## config.mk

```make
export PLATFORM = sky130hd
export DESIGN_NAME = red_seq_ctrl_flat
export DESIGN_NICKNAME = d
export VERILOG_FILES = /design/src/rtl/red_seq_ctrl_if.sv /design/src/rtl/red_seq_ctrl.sv /design/src/flat_wrapper.sv
export SDC_FILE = /design/constraint.sdc
export NUM_CORES = 1
export LEC_CHECK = 0
export CAP_MARGIN = 25
export CORE_ASPECT_RATIO = 0.9
export CORE_UTILIZATION = 45
export DETAILED_ROUTE_END_ITERATION = 12
export GPL_ROUTABILITY_DRIVEN = 0
export PLACE_DENSITY = 0.8
export SYNTH_ARGS = -nofsm -noshare
export SYNTH_HDL_FRONTEND = slang
export SYNTH_SLANG_ARGS = --single-unit
export TNS_END_PERCENT = 30
```

## constraint.sdc

```tcl
create_clock -name clk -period 2.8 [get_ports clk]
set_input_delay 0.56 -clock clk [delete_from_list [all_inputs] [get_ports clk]]
set_output_delay 0.56 -clock clk [all_outputs]
set_load 0.05 [all_outputs]
```

## src/rtl/red_seq_ctrl_if.sv

```systemverilog
// red_seq_ctrl_if: start/busy/done handshake and operand/result bus between
// the execute stage (master) and the RED sequential controller (slave).
interface red_seq_ctrl_if;
   logic        start;
   logic [15:0] op_a;
   logic [15:0] op_b;
   logic        busy;
   logic        done;
   logic [15:0] result;

   // Execute stage: issues requests and consumes results.
   modport master (
      output start, op_a, op_b,
      input  busy, done, result
   );

   // Controller: accepts requests and returns results.
   modport slave (
      input  start, op_a, op_b,
      output busy, done, result
   );
endinterface

```

## src/rtl/red_seq_ctrl.sv

```systemverilog
// red_seq_ctrl: computes the signed nibble reduction of two 16-bit operands
// by time-sharing one 7-bit carry-lookahead adder over eight accumulate steps
// (a0, b0, a1, b1, a2, b2, a3, b3). Result is sign-extended to 16 bits.
// Optional feature macro: RED_EARLY_EXIT_EN -- finish RUN as soon as every
// nibble still to be accumulated is zero in the captured operands.

// CLA_7bit: 7-bit carry-lookahead adder, every carry is a flat sum of
// generate/propagate products rather than a ripple chain.
module CLA_7bit (
   input  logic [6:0] A,
   input  logic [6:0] B,
   input  logic       Cin,
   output logic [6:0] Sum
);
   logic [6:0] g;
   logic [6:0] p;
   logic [6:0] carry;
   logic       prod;

   assign g = A & B;
   assign p = A ^ B;

   // Lookahead carries: carry[i] = OR_j (g[j] & p[j+1..i-1]) | (Cin & p[0..i-1]).
   always_comb begin
      carry = '0;
      prod  = 1'b0;
      for (int i = 0; i < 7; i++) begin
         prod = Cin;
         for (int k = 0; k < i; k++) begin
            prod = prod & p[k];
         end
         carry[i] = prod;
         for (int j = 0; j < i; j++) begin
            prod = g[j];
            for (int k = j + 1; k < i; k++) begin
               prod = prod & p[k];
            end
            carry[i] = carry[i] | prod;
         end
      end
   end

   assign Sum = p ^ carry;
endmodule

module red_seq_ctrl (
   input logic          clk,
   input logic          rst,
   red_seq_ctrl_if.slave bus
);
   typedef enum logic [1:0] {
      ST_IDLE = 2'd0,
      ST_RUN  = 2'd1,
      ST_DONE = 2'd2
   } state_t;

   state_t      state_q, state_d;
   logic [15:0] a_q, a_d;
   logic [15:0] b_q, b_d;
   logic [6:0]  acc_q, acc_d;
   logic [2:0]  cnt_q, cnt_d;
   logic [15:0] result_q, result_d;
   logic        busy_q, busy_d;
   logic        done_q, done_d;

   // Nibbles of the captured operands laid out in accumulate order.
   logic [7:0][3:0] nib_arr;
   logic [3:0]      nib_sel;
   logic [6:0]      nib_ext;
   logic [6:0]      sum;
   logic            finish_now;

   genvar gi;
   generate
      for (gi = 0; gi < 4; gi++) begin : g_nib
         assign nib_arr[2*gi]   = a_q[4*gi +: 4];
         assign nib_arr[2*gi+1] = b_q[4*gi +: 4];
      end
   endgenerate

   assign nib_sel = nib_arr[cnt_q];
   assign nib_ext = {{3{nib_sel[3]}}, nib_sel};

   // The one shared adder; the sum range never exceeds 7-bit two's complement.
   CLA_7bit u_cla (
      .A   (acc_q),
      .B   (nib_ext),
      .Cin (1'b0),
      .Sum (sum)
   );

`ifdef RED_EARLY_EXIT_EN
   // Steps at or before cnt are masked off; any remaining non-zero nibble
   // forces the run to continue.
   logic [7:0] step_done_or_zero;
   generate
      for (gi = 0; gi < 8; gi++) begin : g_zero
         assign step_done_or_zero[gi] = (3'(gi) <= cnt_q) || (nib_arr[gi] == 4'd0);
      end
   endgenerate
   assign finish_now = (cnt_q == 3'd7) || (&step_done_or_zero);
`else
   assign finish_now = (cnt_q == 3'd7);
`endif

   // Next-state, datapath and registered-output decode.
   always_comb begin
      state_d  = state_q;
      a_d      = a_q;
      b_d      = b_q;
      acc_d    = acc_q;
      cnt_d    = cnt_q;
      result_d = result_q;
      case (state_q)
         ST_IDLE, ST_DONE: begin
            // DONE accepts a new request exactly like IDLE: no bubble.
            if (bus.start) begin
               a_d     = bus.op_a;
               b_d     = bus.op_b;
               acc_d   = 7'd0;
               cnt_d   = 3'd0;
               state_d = ST_RUN;
            end else begin
               state_d = ST_IDLE;
            end
         end
         ST_RUN: begin
            // start is deliberately not looked at here: it is not queued.
            acc_d = sum;
            cnt_d = cnt_q + 3'd1;
            if (finish_now) begin
               result_d = {{9{sum[6]}}, sum};
               state_d  = ST_DONE;
            end
         end
         default: state_d = ST_IDLE;
      endcase
      busy_d = (state_d == ST_RUN);
      done_d = (state_d == ST_DONE);
   end

   // State and datapath registers; reset also aborts any run in flight.
   always_ff @(posedge clk) begin
      if (rst) begin
         state_q  <= ST_IDLE;
         a_q      <= '0;
         b_q      <= '0;
         acc_q    <= '0;
         cnt_q    <= '0;
         result_q <= '0;
         busy_q   <= 1'b0;
         done_q   <= 1'b0;
      end else begin
         state_q  <= state_d;
         a_q      <= a_d;
         b_q      <= b_d;
         acc_q    <= acc_d;
         cnt_q    <= cnt_d;
         result_q <= result_d;
         busy_q   <= busy_d;
         done_q   <= done_d;
      end
   end

   assign bus.busy   = busy_q;
   assign bus.done   = done_q;
   assign bus.result = result_q;
endmodule

```

## src/flat_wrapper.sv

```systemverilog
// flat-port wrapper written by rule: the top's interface ports become plain ports
module red_seq_ctrl_flat 
  (clk, rst, bus_start, bus_op_a, bus_op_b, bus_busy, bus_done, bus_result);
  red_seq_ctrl_if bus_i ();
  input logic clk;
  input logic rst;
  input wire logic [$bits(bus_i.start)-1:0] bus_start;
  input wire logic [$bits(bus_i.op_a)-1:0] bus_op_a;
  input wire logic [$bits(bus_i.op_b)-1:0] bus_op_b;
  output wire logic [$bits(bus_i.busy)-1:0] bus_busy;
  output wire logic [$bits(bus_i.done)-1:0] bus_done;
  output wire logic [$bits(bus_i.result)-1:0] bus_result;
  assign bus_i.start = bus_start;
  assign bus_i.op_a = bus_op_a;
  assign bus_i.op_b = bus_op_b;
  assign bus_busy = bus_i.busy;
  assign bus_done = bus_i.done;
  assign bus_result = bus_i.result;
  red_seq_ctrl u_core (.clk(clk), .rst(rst), .bus(bus_i));
endmodule
```

**After elaboration in Yosys (flattened, before gate mapping)**

Cells that the tools add are included.
Widths: inputs -> output; s select.

- Flip-flop bits (word level): 53
- Bits in latches: 0
- Memory bits (writable): 0
- ROM bits: 0
- Input port bits: 35
- Output and inout port bits: 18
- Word-level logic and storage cells: 64
- Memories: 0

- $add $sub $neg: 1
- Multiply operators: 0
- Div/mod/pow operators: 0
- Order comparisons: 1
- Equal/unequal tests: 6
- Shift-type cells: 0
- Multiplexer cells: 9
- Bitwise gates (word level): 33
- Reduce and logical (&&, ||, !) cells: 6

Operators by type and width:

| operator | number |
|---|---|
| $and 1x1->1 | 15 |
| $or 1x1->1 | 15 |
| $pmux 7 s2 | 1 |
| $xor 7x7->7 | 2 |
| $bmux 4 s3 | 1 |
| $mux 7 | 1 |
| $and 6x6->6 | 1 |
| $pmux 3 s2 | 1 |
| $reduce_and 2->1 | 3 |
| $eq 2x1->1 const B | 2 |
| $eq 2x2->1 const B | 2 |
| $lt 3x4->1 const B | 1 |
| $mux 4 | 1 |
| $pmux 2 s2 | 1 |
| $add 3x1->3 const B | 1 |
| $eq 3x3->1 const B | 1 |
| $mux 3 | 1 |
| $logic_not 2->1 | 1 |
| $mux 2 | 1 |
| $ne 2x2->1 const B | 1 |
| $reduce_bool 2->1 | 1 |
| $reduce_or 2->1 | 1 |
| $mux 1 | 1 |

**Longest topological paths before layout**

Gate-level depths: netlist of run 1.

- Depth after elaboration: 15
- Depth in mapped cells: 11
- Mapped depth without buffers: 10

**By module**

From an unflattened synthesis of run 1, not the netlist that was laid out.

- Cell total of the unflattened synthesis: 284
- Area, all modules: 2461.1 µm²

By module, submodules not included:

| module | instances | cells each | area an instance (µm²) | sequential area each (µm²) |
|---|---|---|---|---|
| red_seq_ctrl | 1 | 255 | 2200.9 | 1061.0 |
| CLA_7bit | 1 | 29 | 260.2 | 0.0 |

**Worst setup path after synthesis of run 1**

No wires, ideal clock.

- Path type: register -> register
- Start: reg u_core.cnt_q[0]
- End: reg u_core.result_q[6] (netlist: u_core.bus.result[6])
- Setup time: 0.064 ns
- Arrival time: 2.963 ns
- Required time: 2.736 ns
- Slack: -0.227 ns
- Cell stages (with the launch flop): 12
- Path buffers: 1
- Clock period less this slack: 3.027 ns
- Cell sequence: dfxtp_1 buf_2 mux4_1 mux2i_1 inv_1 ha_1 ha_1 o211ai_1 a21oi_1 or3_4 a2111oi_2 nand3b_1

- Cells in the longest elaborated chain, start to end: 14
- Elaborated cells on any way between the ends: 27
- Those cells by class: eq/ne: 1; mux: 2; bitwise: 23; reduce/logical: 1

RTL lines:

| what | RTL line | source |
|---|---|---|
| from (decl) | red_seq_ctrl.sv:61 | `logic [2:0] cnt_q, cnt_d;` |
| from (signal assigned) | red_seq_ctrl.sv:158 | `cnt_q <= cnt_d;` |
| $bmux 4 s3 | red_seq_ctrl.sv:81 | `assign nib_sel = nib_arr[cnt_q];` |
| $mux 4 (implied by the code) | red_seq_ctrl.sv:81 |  |
| $and 6x6->6 or $xor 7x7->7 (tied branches) | red_seq_ctrl.sv:20, red_seq_ctrl.sv:21 |  |
| $and 1x1->1 (5 in a row) | red_seq_ctrl.sv:36 | `prod = prod & p[k];` |
| $or 1x1->1 (5 in a row) | red_seq_ctrl.sv:38 | `carry[i] = carry[i] \| prod;` |
| $xor 7x7->7 | red_seq_ctrl.sv:43 | `assign Sum = p ^ carry;` |
| to (signal assigned) | red_seq_ctrl.sv:159 | `result_q <= result_d;` |
| to (decl) | red_seq_ctrl.sv:62 | `logic [15:0] result_q, result_d;` |

Several ways; a longest one is shown, not always the timed one. The select of a mux whose other input is x is not followed.
A chain may end at the register's enable or synchronous reset.

**Worst setup path after layout of run 1**

- Start: reg u_core.cnt_q[1]
- End: reg u_core.acc_q[6]

- Cells in the longest elaborated chain, start to end: 15
- Elaborated cells on any way between the ends: 26
- Those cells by class: mux: 3; bitwise: 23

RTL lines:

| what | RTL line | source |
|---|---|---|
| $bmux 4 s3 (*) | red_seq_ctrl.sv:81 |  |
| $mux 4 (implied by the code) (*) | red_seq_ctrl.sv:81 |  |
| $and 6x6->6 or $xor 7x7->7 (tied branches) | red_seq_ctrl.sv:20, red_seq_ctrl.sv:21 |  |
| $and 1x1->1 (5 in a row) | red_seq_ctrl.sv:36 |  |
| $or 1x1->1 (5 in a row) | red_seq_ctrl.sv:38 |  |
| $xor 7x7->7 (*) | red_seq_ctrl.sv:43 |  |
| $pmux 7 s2 (*) | red_seq_ctrl.sv:114 | `case (state_q)` |
| to (signal assigned) | red_seq_ctrl.sv:148 | `acc_q <= '0;` |
| to (signal assigned) | red_seq_ctrl.sv:157 | `acc_q <= acc_d;` |
| to (decl) | red_seq_ctrl.sv:60 | `logic [6:0] acc_q, acc_d;` |

Every way passes the cells marked *; elsewhere a longest branch is shown, timed or not. The select of a mux whose other input is x is not followed.

==> impl_metrics.json, run 1 <==
{
  "yosysMostFrequentCell": "nand2_1",
  "syn2layout_area_growth_pct": 27.8,
  "total_power_w": 0.00147,
  "dp_hpwl_mm": 3.79,
  "register_area_mm2": 0.00107,
  "io_buffers": 52,
  "hold_path.startpoint": "u_core.bus.result[5]$_SDFFE_PP0P_",
  "ys_seq_elements": 53,
  "r2r-end": "u_core.acc_q[6]$_SDFFE_PP0P_",
  "drc_errors": 0,
  "ys.flop_type": "dfxtp_1",
  "clock_sinks": 53,
  "numCtsBuffers": 5,
  "drt_iter0_markers": 101,
  "clock_latency_ns": 0.31,
  "status": "finished, violations left",
  "fillers": 449,
  "slew_headroom_pct": 49.8,
  "worst-path-max-fanout": 5,
  "dr.pass1.iters": 4,
  "dieArea_mm2": 0.00572,
  "synth_area_mm2": 0.00244,
  "maxSlewViolCount": 0,
  "die_x_um": 79.6,
  "final_nets": 366,
  "yosysTopAreaCell": "dfxtp_1",
  "insertedDiodeCount": 0,
  "crit_type": "register to register",
  "reg2reg_depth": 10,
  "cp-end-kind": "register",
  "start_kind": "register",
  "antenna_found_initial": 0,
  "post-route-period-util_pct": 103,
  "htree_levels": 2,
  "postCtsHoldBufs": 0,
  "grt_pass1_wl_mm": 8.78,
  "fin_cells": 389,
  "drt-total-wl_mm": 5.39,
  "cts_root_buf": "clkbuf_8",
  "die_y_um": 71.8,
  "core-area_mm2": 0.00522,
  "multi_input_area_mm2": 0.00124,
  "whs_endpoint": "u_core.bus.result[5]$_SDFFE_PP0P_",
  "ios": 53,
  "syn_area_per_cell_um2": 8.90,
  "grt_pass1_vias": 1944,
  "syn-num-nets": 319,
  "ir_worst_vdd_v": 0.000273,
  "tns_ns": -0.202,
  "wl_per_cell_um": 13.9,
  "placed_cells": 379,
  "worst_pin_slew_ns": 0.750,
  "syn_inst": 274,
  "ys_top_cells_by_area": "dfxtp_1 44%, nand2_1 11%, a21oi_1 8.0%",
  "postLayoutCoreUtil_pct": 59.6,
  "reg2reg_from": "u_core.cnt_q[1]$_SDFFE_PP0P_",
  "vias": 1994,
  "synthTopCellsByCount": "70 x nand2_1, 53 x dfxtp_1, 39 x a21oi_1",
  "path_clk_slew_ns": 0.09,
  "initial_utilization_pct": 46.7,
  "rows": 25,
  "cts.path.max_buffers": 2,
  "track_usage_pct": 20.2,
  "max_cap_violations": 0,
  "fin_crit_ns": 2.88,
  "synth_edf_count": 0,
  "rsz0062_at_grt": "true",
  "setup_ws_ns": -0.0762,
  "arrival_ns": 3.11,
  "hold_depth": 2,
  "synth_top_area_share_pct": 43.5,
  "powerDensity_mw_per_mm2": 471,
  "leakagePower_nw": 1.21,
  "critPathRequiredTime_ns": 3.04,
  "drive_above_1_share_pct": 14.3,
  "violations": "setup timing",
  "vias_per_cell": 5.13,
  "synthArstFlopShare_pct": 0,
  "skew_ns": 0.00637,
  "yosysUniqueCellTypes": 38,
  "cts_tree": "built",
  "gr-total-overflow": 0,
  "grt_max_degree": 36,
  "ys_warn_count": 0,
  "hold_violations": 0,
  "hp-class": "register to register",
  "regToRegSetupSlack_ns": -0.08,
  "fmax_ghz": 0.348,
  "ant_nets": 0,
  "setup_viol_count_final": 4,
  "seq_area_frac_synth_pct": 43.5
}
registers in the layout, indices dropped and copies added (netlist names):
signal	cells
u_core.acc_q	7
u_core.b_q	16
u_core.cnt_q	3
u_core.bus.done	1
u_core.bus.result	7
u_core.state_q	2
u_core.bus.busy	1
u_core.a_q	16
worst max-delay path by stage:
| stage | startpoint | to | cells past startpoint |
|---|---|---|---|
| 2_1_floorplan | u_core.cnt_q[1]$_SDFFE_PP0P_ | u_core.acc_q[6]$_SDFFE_PP0P_ | 11 |
| 3_3_place_gp | u_core.cnt_q[1]$_SDFFE_PP0P_ | u_core.acc_q[6]$_SDFFE_PP0P_ | 9 |
| 3_5_place_dp | u_core.cnt_q[1]$_SDFFE_PP0P_ | u_core.acc_q[6]$_SDFFE_PP0P_ | 10 |
| 4_1_cts | u_core.cnt_q[1]$_SDFFE_PP0P_ | u_core.bus.result[6]$_SDFFE_PP0P_ | 10 |
| 5_1_grt | u_core.cnt_q[1]$_SDFFE_PP0P_ | u_core.bus.result[6]$_SDFFE_PP0P_ | 10 |
| 6_report | u_core.cnt_q[1]$_SDFFE_PP0P_ | u_core.acc_q[6]$_SDFFE_PP0P_ | 10 |
placed cells by master, fill, tap and decap left out, types with 4 or more instances in the layout:
master           instances
a21oi_1                 37
a22oi_1                  6
buf_4                   15
clkbuf_8                 5
clkdlybuf4s50_1         51
dfxtp_1                 51
ha_1                     5
mux2i_1                  4
mux4_2                   7
nand2_1                 70
nor2_1                  24
metal layers:
layer	wire (um)	up-vias	track usage (%)
li1	-	1010	-
met1	2410	932	23.6
met2	2720	47	36.2
met3	198	5	3.69
met4	70	0	8.08
met5	0	-	0
worst max-delay path, cell delays in order (launching register included):
cell and delay [ns]:
dfxtp_4 0.41, mux4_2 0.53, mux2i_2 0.19, inv_1 0.10, ha_4 0.21, ha_2 0.16, o211ai_1 0.29, a21oi_2 0.11
or3_4 0.37, a211o_1 0.30, a31oi_1 0.12
timing repair:
action | in CTS | in global routing
endpoints found under the setup margin | 4 | 4
resized for setup | 3 | 8
setup buffers | 1 | 1
pin swaps | 2 | 1
stage by stage:
stage               area [um^2]  worst slack [ns]  hold slack [ns]
global placement           2980            0.0221            0.440
floorplan                  2440           0.00327            0.432
detailed placement         2980           -0.0697            0.448
CTS                        3070           -0.0422            0.461
global route               3110            -0.190            0.479
finish                     3110           -0.0762            0.461
cell type report:
class                   count  area share [%]
clock buffers               6            2.33
multi-input cells         190            39.8
inverters                   4           0.482
repair buffers             67            20.2
flip-flops and latches     53            34.2
well taps                  67            2.69
clock inverters             2           0.321
where the power goes:
group | total (W) | internal [W] | switching, W
sequential | 0.000813 | 0.000788 | 0.0000246
clock | 0.000420 | 0.000174 | 0.000246
combinational | 0.000234 | 0.000120 | 0.000114
total | 0.00147 | 0.00108 | 0.000385
logic make-up after synthesis:
group	Yosys count	share of synthesized area (%)
AOI/OAI and AO/OA	54	12.8
DFF	53	43.5
adders and majority gates	10	5.44
xor gates and xnor gates	3	1.08
muxes	16	11.9
buffers and inverters	31	7.19
and+or+nand+nor	107	18.1
(Power assumes the default switching activity.)
==> run 2: changes to the inputs <==
--- a/config.mk
+++ b/config.mk
@@ -11,6 +11,8 @@
 export DETAILED_ROUTE_END_ITERATION = 12
 export GPL_ROUTABILITY_DRIVEN = 0
 export PLACE_DENSITY = 0.8
+export RECOVER_POWER = 100
+export SLEW_MARGIN = 0
 export SYNTH_ARGS = -nofsm -noshare
 export SYNTH_HDL_FRONTEND = slang
 export SYNTH_SLANG_ARGS = --single-unit
==> run 2 against run 1 <==
Against the previous run:
- the flow still finishes with violations (setup timing)
- final area down 0.32%
- sequential share of layout area up 0.11 points
- first-iteration DRC count unchanged
- die area unchanged
- global-route usage unchanged
- critical path type unchanged
- largest power group unchanged
==> impl_metrics.json, run 2 (same netlist as run 1, synthesis figures left out) <==
{
  "dr_wl_met2_mm": 2.69,
  "grt_max_degree": 36,
  "critPathRequiredTime_ns": 3.04,
  "track_usage_pct": 20.2,
  "postCtsHoldBufs": 0,
  "total_power_w": 0.00146,
  "drt-total-wl_mm": 5.38,
  "drt_iter0_markers": 101,
  "slew_headroom_pct": 13.8,
  "dp_slack_ns": -0.0697,
  "rows": 25,
  "setup_ws_ns": -0.0754,
  "arrival_ns": 3.11,
  "post-route-period-util_pct": 103,
  "hold_violations": 0,
  "cts_tree": "built",
  "crit_family": "compound AO/OA/AOI/OAI gates",
  "multi_input_area_mm2": 0.00124,
  "violations": "setup timing",
  "dp_hpwl_mm": 3.79,
  "fmax_ghz": 0.348,
  "wl_met1_mm": 2.38,
  "ant_nets": 0,
  "worst-path-max-fanout": 5,
  "status": "finished, violations left",
  "initial_utilization_pct": 46.7,
  "leakagePower_nw": 1.26,
  "path_clk_slew_ns": 0.09,
  "final_nets": 366,
  "start_kind": "register",
  "clock_sinks": 53,
  "fin_crit_ns": 2.88,
  "final_cell_mix": "70 x nand2_1, 51 x dfxtp_1, 37 x a21oi_1, 32 x clkdlybuf4s50_1, 24 x nor2_1",
  "top_layer": "met4",
  "max_stage_delay_ns": 0.53,
  "ios": 53,
  "fin_hold_ws_ns": 0.457,
  "wl_per_cell_um": 13.8,
  "hp-class": "register to register",
  "cts_root_buf": "clkbuf_8",
  "gr-total-overflow": 0,
  "cts.path.max_buffers": 2,
  "dr.pass1.iters": 4,
  "ir_worst_vdd_v": 0.000273,
  "final_common_cell": "nand2_1",
  "met3_length_um": 233,
  "die_x_um": 79.6,
  "setup_viol_count_final": 4,
  "register_area_mm2": 0.00107,
  "drc_errors": 0,
  "grt_pass1_wl_mm": 8.78,
  "dieArea_mm2": 0.00572,
  "powerDensity_mw_per_mm2": 471,
  "crit_buf_inv": 1,
  "vias": 2001,
  "worst_pin_slew_ns": 1.29,
  "crit_slowest_cell": "mux4_2",
  "crit_chain": "mux4_2, mux2i_2, inv_1, ha_4, ha_2, o211ai_1, a21oi_2, or3_4, a211o_1, a31oi_1",
  "io_buffers": 52,
  "maxSlewViolCount": 0,
  "core-area_mm2": 0.00522,
  "htree_levels": 2,
  "insertedDiodeCount": 0,
  "reg.largest.list": "u_core.a_q (16), u_core.b_q (16)",
  "vias_per_cell": 5.14,
  "numCtsBuffers": 5,
  "syn2layout_area_growth_pct": 27.4,
  "rsz0062_at_grt": "true",
  "max_cap_violations": 0,
  "antenna_found_initial": 0,
  "drive_above_1_share_pct": 13.4,
  "clock_latency_ns": 0.31,
  "cp-end-kind": "register",
  "fillers": 452,
  "grt_pass1_vias": 1944,
  "die_y_um": 71.8,
  "postLayoutCoreUtil_pct": 59.4,
  "crit_type": "register to register",
  "skew_ns": 0.00604
}
## run 2: changes by cell type in the layout (fill, tap and decap cells not counted), sizes merged
cell           change
dlygate4sd3       +19
clkdlybuf4s50     -19
clkbuf             +2
buf                -2
## run 2: through the flow
stage | cell area [um^2] | TNS (ns) | cells
detailed placement | 2980 | -0.138 | 379
CTS | 3070 | -0.0788 | 388
global placement | 2980 | 0 | 379
finish | 3100 | -0.192 | 389
floorplan | 2440 | 0 | 274
global route | 3100 | -0.713 | 389
## run 2: timing repair
item                                   CTS  global route
endpoints found under the hold margin    0             0
setup endpoints to repair                4             4
pin swaps                                2             1
resized for setup                        3             8
buffers inserted                         1             1
## run 2: area by class of cell
cell class	instances	area share, %
repair buffers	67	20.0
multi-input cells	190	39.8
flip-flops and latches	53	34.3
well taps	67	2.70
clock inverters	2	0.322
inverters	4	0.484
clock buffers	6	2.34
## run 2: power by group
group | switching, W | internal (W) | leakage, nW
Sequential | 0.0000243 | 0.000788 | 0.434
Clock | 0.000245 | 0.000174 | 0.0450
Combinational | 0.000114 | 0.000119 | 0.785
Total | 0.000383 | 0.00108 | 1.26
## run 2: metal layers
metal	track usage, %	vias to the layer above
met1	23.6	932
met3	3.69	5
li1	-	1011
met2	36.2	53
met5	0	-
met4	8.08	0
## run 2: worst min-delay path, cell delays in order, from the launching register on
cell	delay, ns
dfxtp_1	0.32
nand2_1	0.05
a21oi_1	0.05
## run 2: worst paths after layout
| check | from | cells past startpoint | to | slack [ns] |
|---|---|---|---|---|
| max | u_core.cnt_q[1]$_SDFFE_PP0P_ | 10 | u_core.acc_q[6]$_SDFFE_PP0P_ | -0.08 |
| min | u_core.bus.result[5]$_SDFFE_PP0P_ | 2 | u_core.bus.result[5]$_SDFFE_PP0P_ | 0.46 |
| max reg2reg | u_core.cnt_q[1]$_SDFFE_PP0P_ | 10 | u_core.acc_q[6]$_SDFFE_PP0P_ | -0.08 |
| min reg2reg | u_core.bus.result[5]$_SDFFE_PP0P_ | 2 | u_core.bus.result[5]$_SDFFE_PP0P_ | 0.46 |
